[src/rtl/vga_stream_pkg.sv]
// Shared types and constants for the VGA grayscale receive path.
// FSM states, sideband bundle, luma weights and product helper.
package vga_stream_pkg;

    typedef enum logic [1:0] {
        IDLE  = 2'd0,
        VIDEO = 2'd1,
        DROP  = 2'd2
    } state_t;

    typedef struct packed {
        logic sop;
        logic eop;
        logic hdr;
    } side_t;

    localparam logic [3:0] PKT_VIDEO = 4'h0;

    localparam int KR         = 77;
    localparam int KG         = 150;
    localparam int KB         = 29;
    localparam int LUMA_SHIFT = 10;

    // 1023*150 needs 18 bits; the three-way sum still fits in 18.
    localparam int PROD_W = 18;

    function automatic logic [PROD_W-1:0] weigh(
        input logic [9:0] c,
        input int         k
    );
        return PROD_W'(c) * PROD_W'(k);
    endfunction

endpackage

[src/rtl/rgb_luma_pipe.sv]
// Two-stage elastic RGB-to-luma pipeline with sop/eop/hdr sideband.
// Stage 1 holds weighted products, stage 2 holds the 8-bit luma.
module rgb_luma_pipe
    import vga_stream_pkg::*;
(
    input  logic        clk,
    input  logic        reset,
    input  logic        push,
    input  logic [29:0] rgb,
    input  side_t       side_in,
    output logic        in_ready,
    output logic [7:0]  y,
    output logic        y_valid,
    output logic        y_sop,
    output logic        y_eop,
    input  logic        y_ready
);

    logic              s1_valid;
    side_t             s1_side;
    logic [PROD_W-1:0] pr;
    logic [PROD_W-1:0] pg;
    logic [PROD_W-1:0] pb;

    logic              s2_valid;
    side_t             s2_side;
    logic [7:0]        s2_y;

    logic              advance;
    logic [PROD_W-1:0] sum;

    assign advance  = !s2_valid || y_ready;
    assign in_ready = !s1_valid || advance;
    assign sum      = pr + pg + pb;

    // Stage 1: capture per-channel products when the slot is free.
    always_ff @(posedge clk or negedge reset) begin
        if (!reset) begin
            s1_valid <= 1'b0;
            s1_side  <= '0;
            pr       <= '0;
            pg       <= '0;
            pb       <= '0;
        end else if (in_ready) begin
            s1_valid <= push;
            if (push) begin
                s1_side <= side_in;
                pr      <= weigh(rgb[29:20], KR);
                pg      <= weigh(rgb[19:10], KG);
                pb      <= weigh(rgb[9:0], KB);
            end
        end
    end

    // Stage 2: sum and scale; header beats bypass luma as zero.
    always_ff @(posedge clk or negedge reset) begin
        if (!reset) begin
            s2_valid <= 1'b0;
            s2_side  <= '0;
            s2_y     <= '0;
        end else if (advance) begin
            s2_valid <= s1_valid;
            if (s1_valid) begin
                s2_side <= s1_side;
                s2_y    <= s1_side.hdr ? 8'h00
                                       : sum[PROD_W-1:LUMA_SHIFT];
            end
        end
    end

    assign y       = s2_valid ? s2_y : 8'h00;
    assign y_valid = s2_valid;
    assign y_sop   = s2_valid && s2_side.sop;
    assign y_eop   = s2_valid && s2_side.eop;

endmodule

[src/rtl/vga_gray_producer.sv]
// Packet filter and framer for the VGA grayscale receive path.
// Optional frame length check enabled by macro FRAME_CHECK_EN.
module vga_gray_producer
    import vga_stream_pkg::*;
#(
    parameter int WIDTH  = 640,
    parameter int HEIGHT = 480,
    parameter int CNT_W  = 19
)(
    input  logic        clk,
    input  logic        reset,
    input  logic [29:0] data,
    input  logic        startofpacket,
    input  logic        endofpacket,
    input  logic        valid,
    output logic        ready,
    output logic [7:0]  pixel_out,
    output logic        valid_out,
    output logic        startofpacket_out,
    output logic        endofpacket_out,
    input  logic        ready_in,
    output logic        frame_error
);

    state_t state;
    state_t nxt;
    logic   acc;
    logic   push;
    side_t  side;

`ifdef FRAME_CHECK_EN
    localparam logic [CNT_W-1:0] LAST = CNT_W'(WIDTH * HEIGHT - 1);

    logic [CNT_W-1:0] cnt;
    logic             cnt_clr;
    logic             cnt_inc;
    logic             err;
`endif

    assign acc = valid && ready;

    // Decode each accepted beat into next state and pipeline push.
    always_comb begin
        nxt  = state;
        push = 1'b0;
        side = '0;
`ifdef FRAME_CHECK_EN
        cnt_clr = 1'b0;
        cnt_inc = 1'b0;
        err     = 1'b0;
`endif
        if (acc) begin
            if (startofpacket) begin
`ifdef FRAME_CHECK_EN
                err     = (state != IDLE);
                cnt_clr = 1'b1;
`endif
                if (data[3:0] == PKT_VIDEO) begin
                    push     = 1'b1;
                    side.sop = 1'b1;
                    side.eop = endofpacket;
                    side.hdr = 1'b1;
                    nxt      = endofpacket ? IDLE : VIDEO;
                end else begin
                    nxt = endofpacket ? IDLE : DROP;
                end
            end else begin
                unique case (state)
                    VIDEO: begin
                        push     = 1'b1;
                        side.eop = endofpacket;
                        if (endofpacket)
                            nxt = IDLE;
`ifdef FRAME_CHECK_EN
                        cnt_inc = 1'b1;
                        if (endofpacket && cnt < LAST) begin
                            err = 1'b1;
                        end else if (!endofpacket && cnt == LAST) begin
                            side.eop = 1'b1;
                            err      = 1'b1;
                            nxt      = DROP;
                        end
`endif
                    end
                    DROP: begin
                        if (endofpacket)
                            nxt = IDLE;
                    end
                    default: begin
                    end
                endcase
            end
        end
    end

    // Packet-level state register.
    always_ff @(posedge clk or negedge reset) begin
        if (!reset)
            state <= IDLE;
        else
            state <= nxt;
    end

`ifdef FRAME_CHECK_EN
    // Pixel index within the current video frame.
    always_ff @(posedge clk or negedge reset) begin
        if (!reset)
            cnt <= '0;
        else if (cnt_clr)
            cnt <= '0;
        else if (cnt_inc)
            cnt <= cnt + CNT_W'(1);
    end

    assign frame_error = err;
`else
    assign frame_error = 1'b0;
`endif

    rgb_luma_pipe u_pipe (
        .clk      (clk),
        .reset    (reset),
        .push     (push),
        .rgb      (data),
        .side_in  (side),
        .in_ready (ready),
        .y        (pixel_out),
        .y_valid  (valid_out),
        .y_sop    (startofpacket_out),
        .y_eop    (endofpacket_out),
        .y_ready  (ready_in)
    );

endmodule

[config.mk]
export PLATFORM = sky130hd
export DESIGN_NAME = vga_gray_producer
export DESIGN_NICKNAME = d
export VERILOG_FILES = /design/src/rtl/vga_stream_pkg.sv /design/src/rtl/rgb_luma_pipe.sv /design/src/rtl/vga_gray_producer.sv
export SDC_FILE = /design/constraint.sdc
export NUM_CORES = 1
export LEC_CHECK = 0
export CAP_MARGIN = 20
export CORE_MARGIN = 2
export CORE_UTILIZATION = 50
export DETAILED_ROUTE_END_ITERATION = 6
export PLACE_DENSITY = 0.74
export SKIP_LAST_GASP = 1
export SYNTH_ARGS = -nofsm -noshare
export SYNTH_HDL_FRONTEND = slang
export SYNTH_SLANG_ARGS = --single-unit
[constraint.sdc]
create_clock -name clk -period 4.8 [get_ports clk]
set_input_delay 1.2 -clock clk [delete_from_list [all_inputs] [get_ports clk]]
set_output_delay 1.2 -clock clk [all_outputs]
set_load 0.005 [all_outputs]
### Yosys cells after proc, flatten, opt, wreduce, memory -nomap -nowiden

Index checks and enable logic that the tools add are counted.

* output and inout bits: 13
* flip-flop bits (word level): 66
* input bits: 36

* muxes and demuxes: 18
* equality and inequality tests: 2
* reductions and logical operators: 14
* $mul: 3
* $add $sub $neg: 2

Operator list (count)
* 10-bit by 7-bit multiplier with 17-bit output, second input constant: 2
* 17-bit by 18-bit adder with 18-bit output: 1
* 18-bit by 15-bit adder with 18-bit output: 1
* 8-bit 2-to-1 mux: 2
* 10-bit by 5-bit multiplier with 15-bit output, second input constant: 1
* 2-bit 2-to-1 mux: 5
* 1-bit 2-to-1 mux: 9
* 3-bit 2-to-1 mux: 2
* 4-bit zero test: 1
* 2-bit AND reduction: 2
* 2-bit nonzero test: 2
* 1-bit logical AND: 3
* 3-bit AND reduction: 1
* 2-bit by 1-bit == test with 1-bit output, second input constant: 1
* 2-bit == test, second input constant: 1
* 1-bit zero test: 2
* 1-bit logical OR: 2
* 2-bit OR reduction: 1

### Depth between registers and ports, before layout

* depth in word-level cells: 6
* depth in mapped cells: 14
* gate-level depth less buffers: 14

### Modules after synthesis

From an unflattened synthesis, not the netlist that was laid out.

* cell total of the unflattened synthesis: 681
* area, all modules: 6827.8 µm²

Modules (own cells, without submodules)
* rgb_luma_pipe: times used 1, area each 6653.9 µm², cells an instance 661, sequential area each 1601.5 µm²
* vga_gray_producer: times used 1, area each 173.9 µm², cells an instance 20, sequential area each 50.0 µm²

### Worst setup path after synthesis

OpenSTA, ideal clock, no wires.

* kind: input to register
* start point: input port data[25]
* end point: register u_pipe.pr[15]
* arrival time: 4.356 ns
* library setup time: 0.069 ns
* buffers on the path: 0
* slack: 0.375 ns
* stages: 13
* cell sequence: ha_1 > ha_1 > fa_1 > inv_1 > fa_1 > inv_1 > ha_1 > o21ai_1 > nand2b_1 > and4_1 > a221o_1 > or3_1 > nand3_1

* word-level cells in the longest chain between the ends: 1

Ends and longest elaborated chain
* from (decl): RTL line vga_gray_producer.sv:12 `input logic [29:0] data,`
* 10-bit by 7-bit multiplier with 17-bit output: RTL line vga_stream_pkg.sv:31 `return PROD_W'(c) * PROD_W'(k);`
* to (signal assigned): RTL line rgb_luma_pipe.sv:48 `pr <= weigh(rgb[29:20], KR);`
* to (decl): RTL line rgb_luma_pipe.sv:21 `logic [PROD_W-1:0] pr;`

No other way between the ends.
A chain may end at the register's enable or synchronous reset.

### Worst setup path after layout

* start point: input port data[16]
* end point: register u_pipe.pg[15]

* word-level cells in the longest chain between the ends: 1

Ends and longest elaborated chain
* 10-bit by 7-bit multiplier with 17-bit output: RTL line vga_stream_pkg.sv:31
* to (signal assigned): RTL line rgb_luma_pipe.sv:49 `pg <= weigh(rgb[19:10], KG);`
* to (decl): RTL line rgb_luma_pipe.sv:22 `logic [PROD_W-1:0] pg;`

No other way between the ends.

==> metrics.txt <==
status=completed; minimum clock period=4.57 ns; Core Rows=43; vias after detailed routing=5472; Worst Skew=0.00602 ns; number of enable flip-flop cells after synthesis=0; leakage=4.29 nW; Int Power=2.23 mW; Clock Latency Late Sink=0.33 ns; area leader, netlist=ha_1; Mapped Avg Cell Area=9.66 µm²; Final Hold Vio Count=0; total setup buffers inserted after CTS=0; Worst-Margin Slew=0.755 ns; pwr/cell area=480 mW/mm²; Worst Reg-to-Reg Cells=10; crit path DAT=4.77 ns; Cells after Synth=734; Gate power share=61.4%; share of total power in the clock network=15.1%; antenna cells=0; main area contributors after synthesis=ha_1 24%, dfrtp_1 23%, fa_1 15%; area share of the largest cell type after synthesis=23.6%; I/O Buffers=47; Unique masters post-synth=60; Total Wirelength=14500 µm; hold-critical path depth=2; fraction of layout cells with a size suffix above 1=10.6%; IO Count=49; GR Overflow Total=0; fin nets=1041; met1 GRT Util=27.7%; DR pass1 iterations=4; first-pass GRT wire length=25300 µm; placeable core area=0.0139 mm²; most crowded layer after global routing=met2; register area share after synthesis=22.9%; CTS clk-pin slew, worst paths=0.05 ns; H-tree levels=3; worst hold path class=reg2reg; worst ir drop on vdd=0.266 mV; Synth Cell Area=0.00709 mm²; #FFs+latches synth=65; CP Cell Sequence=clkdlybuf4s50_1 > ha_1 > ha_1 > fa_1 > inv_1 > fa_1 > inv_1 > ha_1 > a21o_1 > a21o_1 > a21o_1 > a221oi_2 > xor2_1 > o21ai_0; Relative slew margins=49.7%; FMAX=219 MHz; Final Setup Violations=0; met3 usage=2.58%; Num CTS Buffers=9; DP Wirelength=12200 µm; CP Capture Type=flip-flop; Die W=123 µm; Die Ht=123 µm; Setup CP Type=in2reg; vias in the first global route=5551; Design Power=4.00 mW; max-cap viol count=0; top_reg_cell synth=dfrtp_1; Setup WS post-layout=0.226 ns; # DRC=0; final worst-path cycle share=95.3%; largest net degree at the start of global routing=58; CTS tree=yes; CP required=5.00 ns; Ys Warns=0; Reg2Reg Setup Slack=2.02 ns; initial DRC count=205; Longest Clk Path Bufs=2; Total Die Area=0.0152 mm²; antenna viol nets, final=0; WL/cell=14.4 µm; Psw=1.77 mW; sequential power share=23.5%; Slowest cell on crit path=fa_1; Layout Cells excl Fill=1004; async set-reset flop share out of synthesis=100%; Vias/cell=5.45; Slew Limit Fails=0; Critical Path Source Type=primary input; initial antenna violation count=0; syn_nets=956; RePlAce Congestion=0.897; grt met2 use=36.3%; Max FO, Critical Path=4; switching part of the total=44.2%; synth-to-layout area growth=17.6%; pre-CTS WS=-0.215 ns; CP max stage delay=0.55 ns; # clock sinks=65; Final Core Density=60.1%; dpl cells=988; Initial Utilization=51.1%; clk root buf=clkbuf_16; GR Util All Layers=20.9%
per-stage QoR:
step	TNS (ns)	area, µm²	hold slack (ns)
floorplan	0	7090	0.440
global placement	-0.448	8050	0.459
detailed placement	-1.54	8050	0.459
CTS	0	8320	0.471
global route	-0.00817	8340	0.496
finish	0	8340	0.467
path summary, 6_finish.rpt:
| kind | startpoint | end |
|---|---|---|
| max in group asynchronous | reset | u_pipe.pb[12]$_DFFE_PN0P_ |
| hold reg to reg | u_pipe.s2_y[0]$_DFFE_PN0P_ | u_pipe.s2_y[0]$_DFFE_PN0P_ |
| hold / removal | u_pipe.s2_y[0]$_DFFE_PN0P_ | u_pipe.s2_y[0]$_DFFE_PN0P_ |
| setup reg to reg | u_pipe.pb[3]$_DFFE_PN0P_ | u_pipe.s2_y[6]$_DFFE_PN0P_ |
| min in group asynchronous | reset | u_pipe.y_valid$_DFFE_PN0P_ |
| setup / recovery | data[16] | u_pipe.pg[15]$_DFFE_PN0P_ |
Yosys cell counts (all sizes together) (5+ instances only):
cell type / number
nor2: 16
a21o: 14
nand2: 58
a21oi: 34
nand3: 10
dfrtp: 65
o21bai: 7
xor2: 17
a211oi: 9
nor2b: 5
clkbuf: 6
nand2b: 7
nor3: 16
mux2: 16
and2: 13
fa: 52
o21a: 12
nor3b: 8
o21ai: 46
o31ai: 8
ha: 134
xnor2: 11
inv: 107
buf: 12
metal layers:
layer,vias up,wire (µm)
met5,-,0
met4,0,220
met2,111,7080
met1,2636,6640
met3,17,522
li1,2708,-
flip-flops by register name, indices dropped and copies added (netlist names):
signal and flops:
state 2, u_pipe.y_valid 1, u_pipe.s1_valid 1, u_pipe.s1_side 2
u_pipe.pr 17, u_pipe.pg 17, u_pipe.s2_side 2, u_pipe.s2_y 8
u_pipe.pb 15
critical path: cells and delay by family:
family / cells / cell delay, ns
AO/OA/AOI/OAI: 5 / 0.96
adder cells (fa/ha/maj): 5 / 1.89
XOR/XNOR: 1 / 0.15
buffers and inverters: 3 / 0.60
layout by cell type (no fill, tap or decap), types with 8 or more instances in the layout:
cell type,Yosys,layout
clkdlybuf4s50_1,0,44
mux2_2,16,16
a21o_1,14,14
xor2_1,17,17
nand2_1,57,57
nor3b_1,8,8
inv_1,107,107
clkbuf_16,0,9
o31ai_1,8,8
a211oi_1,9,9
dfrtp_1,65,65
ha_1,134,134
nor3_1,16,16
buf_4,2,44
o21a_1,11,11
nand3_1,10,10
o21ai_0,41,40
a21oi_1,33,32
xnor2_1,11,11
fa_1,52,52
and2_1,13,13
nor2_1,16,16
layout make-up:
cell class / count / area (µm²)
clock buffer: 9 / 225
clock inverter: 7 / 52.6
fill: 1139 / 5540
inverter: 107 / 402
multi-input combinational: 544 / 4990
sequential: 65 / 1630
tap: 180 / 225
timing repair buffer: 92 / 821
power groups by stage:
stage	registers, mW	logic, mW	clock network (mW)
after CTS	0.942	2.44	0.614
after detailed placement	0.950	2.42	0
after global routing	0.971	2.78	0.642
after global placement	0.943	2.32	0
final	0.943	2.46	0.605
after floorplan	0.872	1.78	0
cell families after synthesis:
| kind of cell | synth area share [%] |
|---|---|
| adders and majority gates | 38.3 |
| AOI/OAI and AO/OA | 14.5 |
| and+or+nand+nor | 11.1 |
| buffers and inverters | 6.88 |
| DFF | 22.9 |
| xor gates and xnor gates | 3.46 |
| muxes | 2.68 |
| other | 0.0529 |
what timing repair did:
item	4_1_cts	5_1_grt
hold endpoints to repair	0	0
endpoints found under the setup margin	0	8
resized for setup	0	5
hold buffers	0	0
Power figures use the tool's default switching activity.
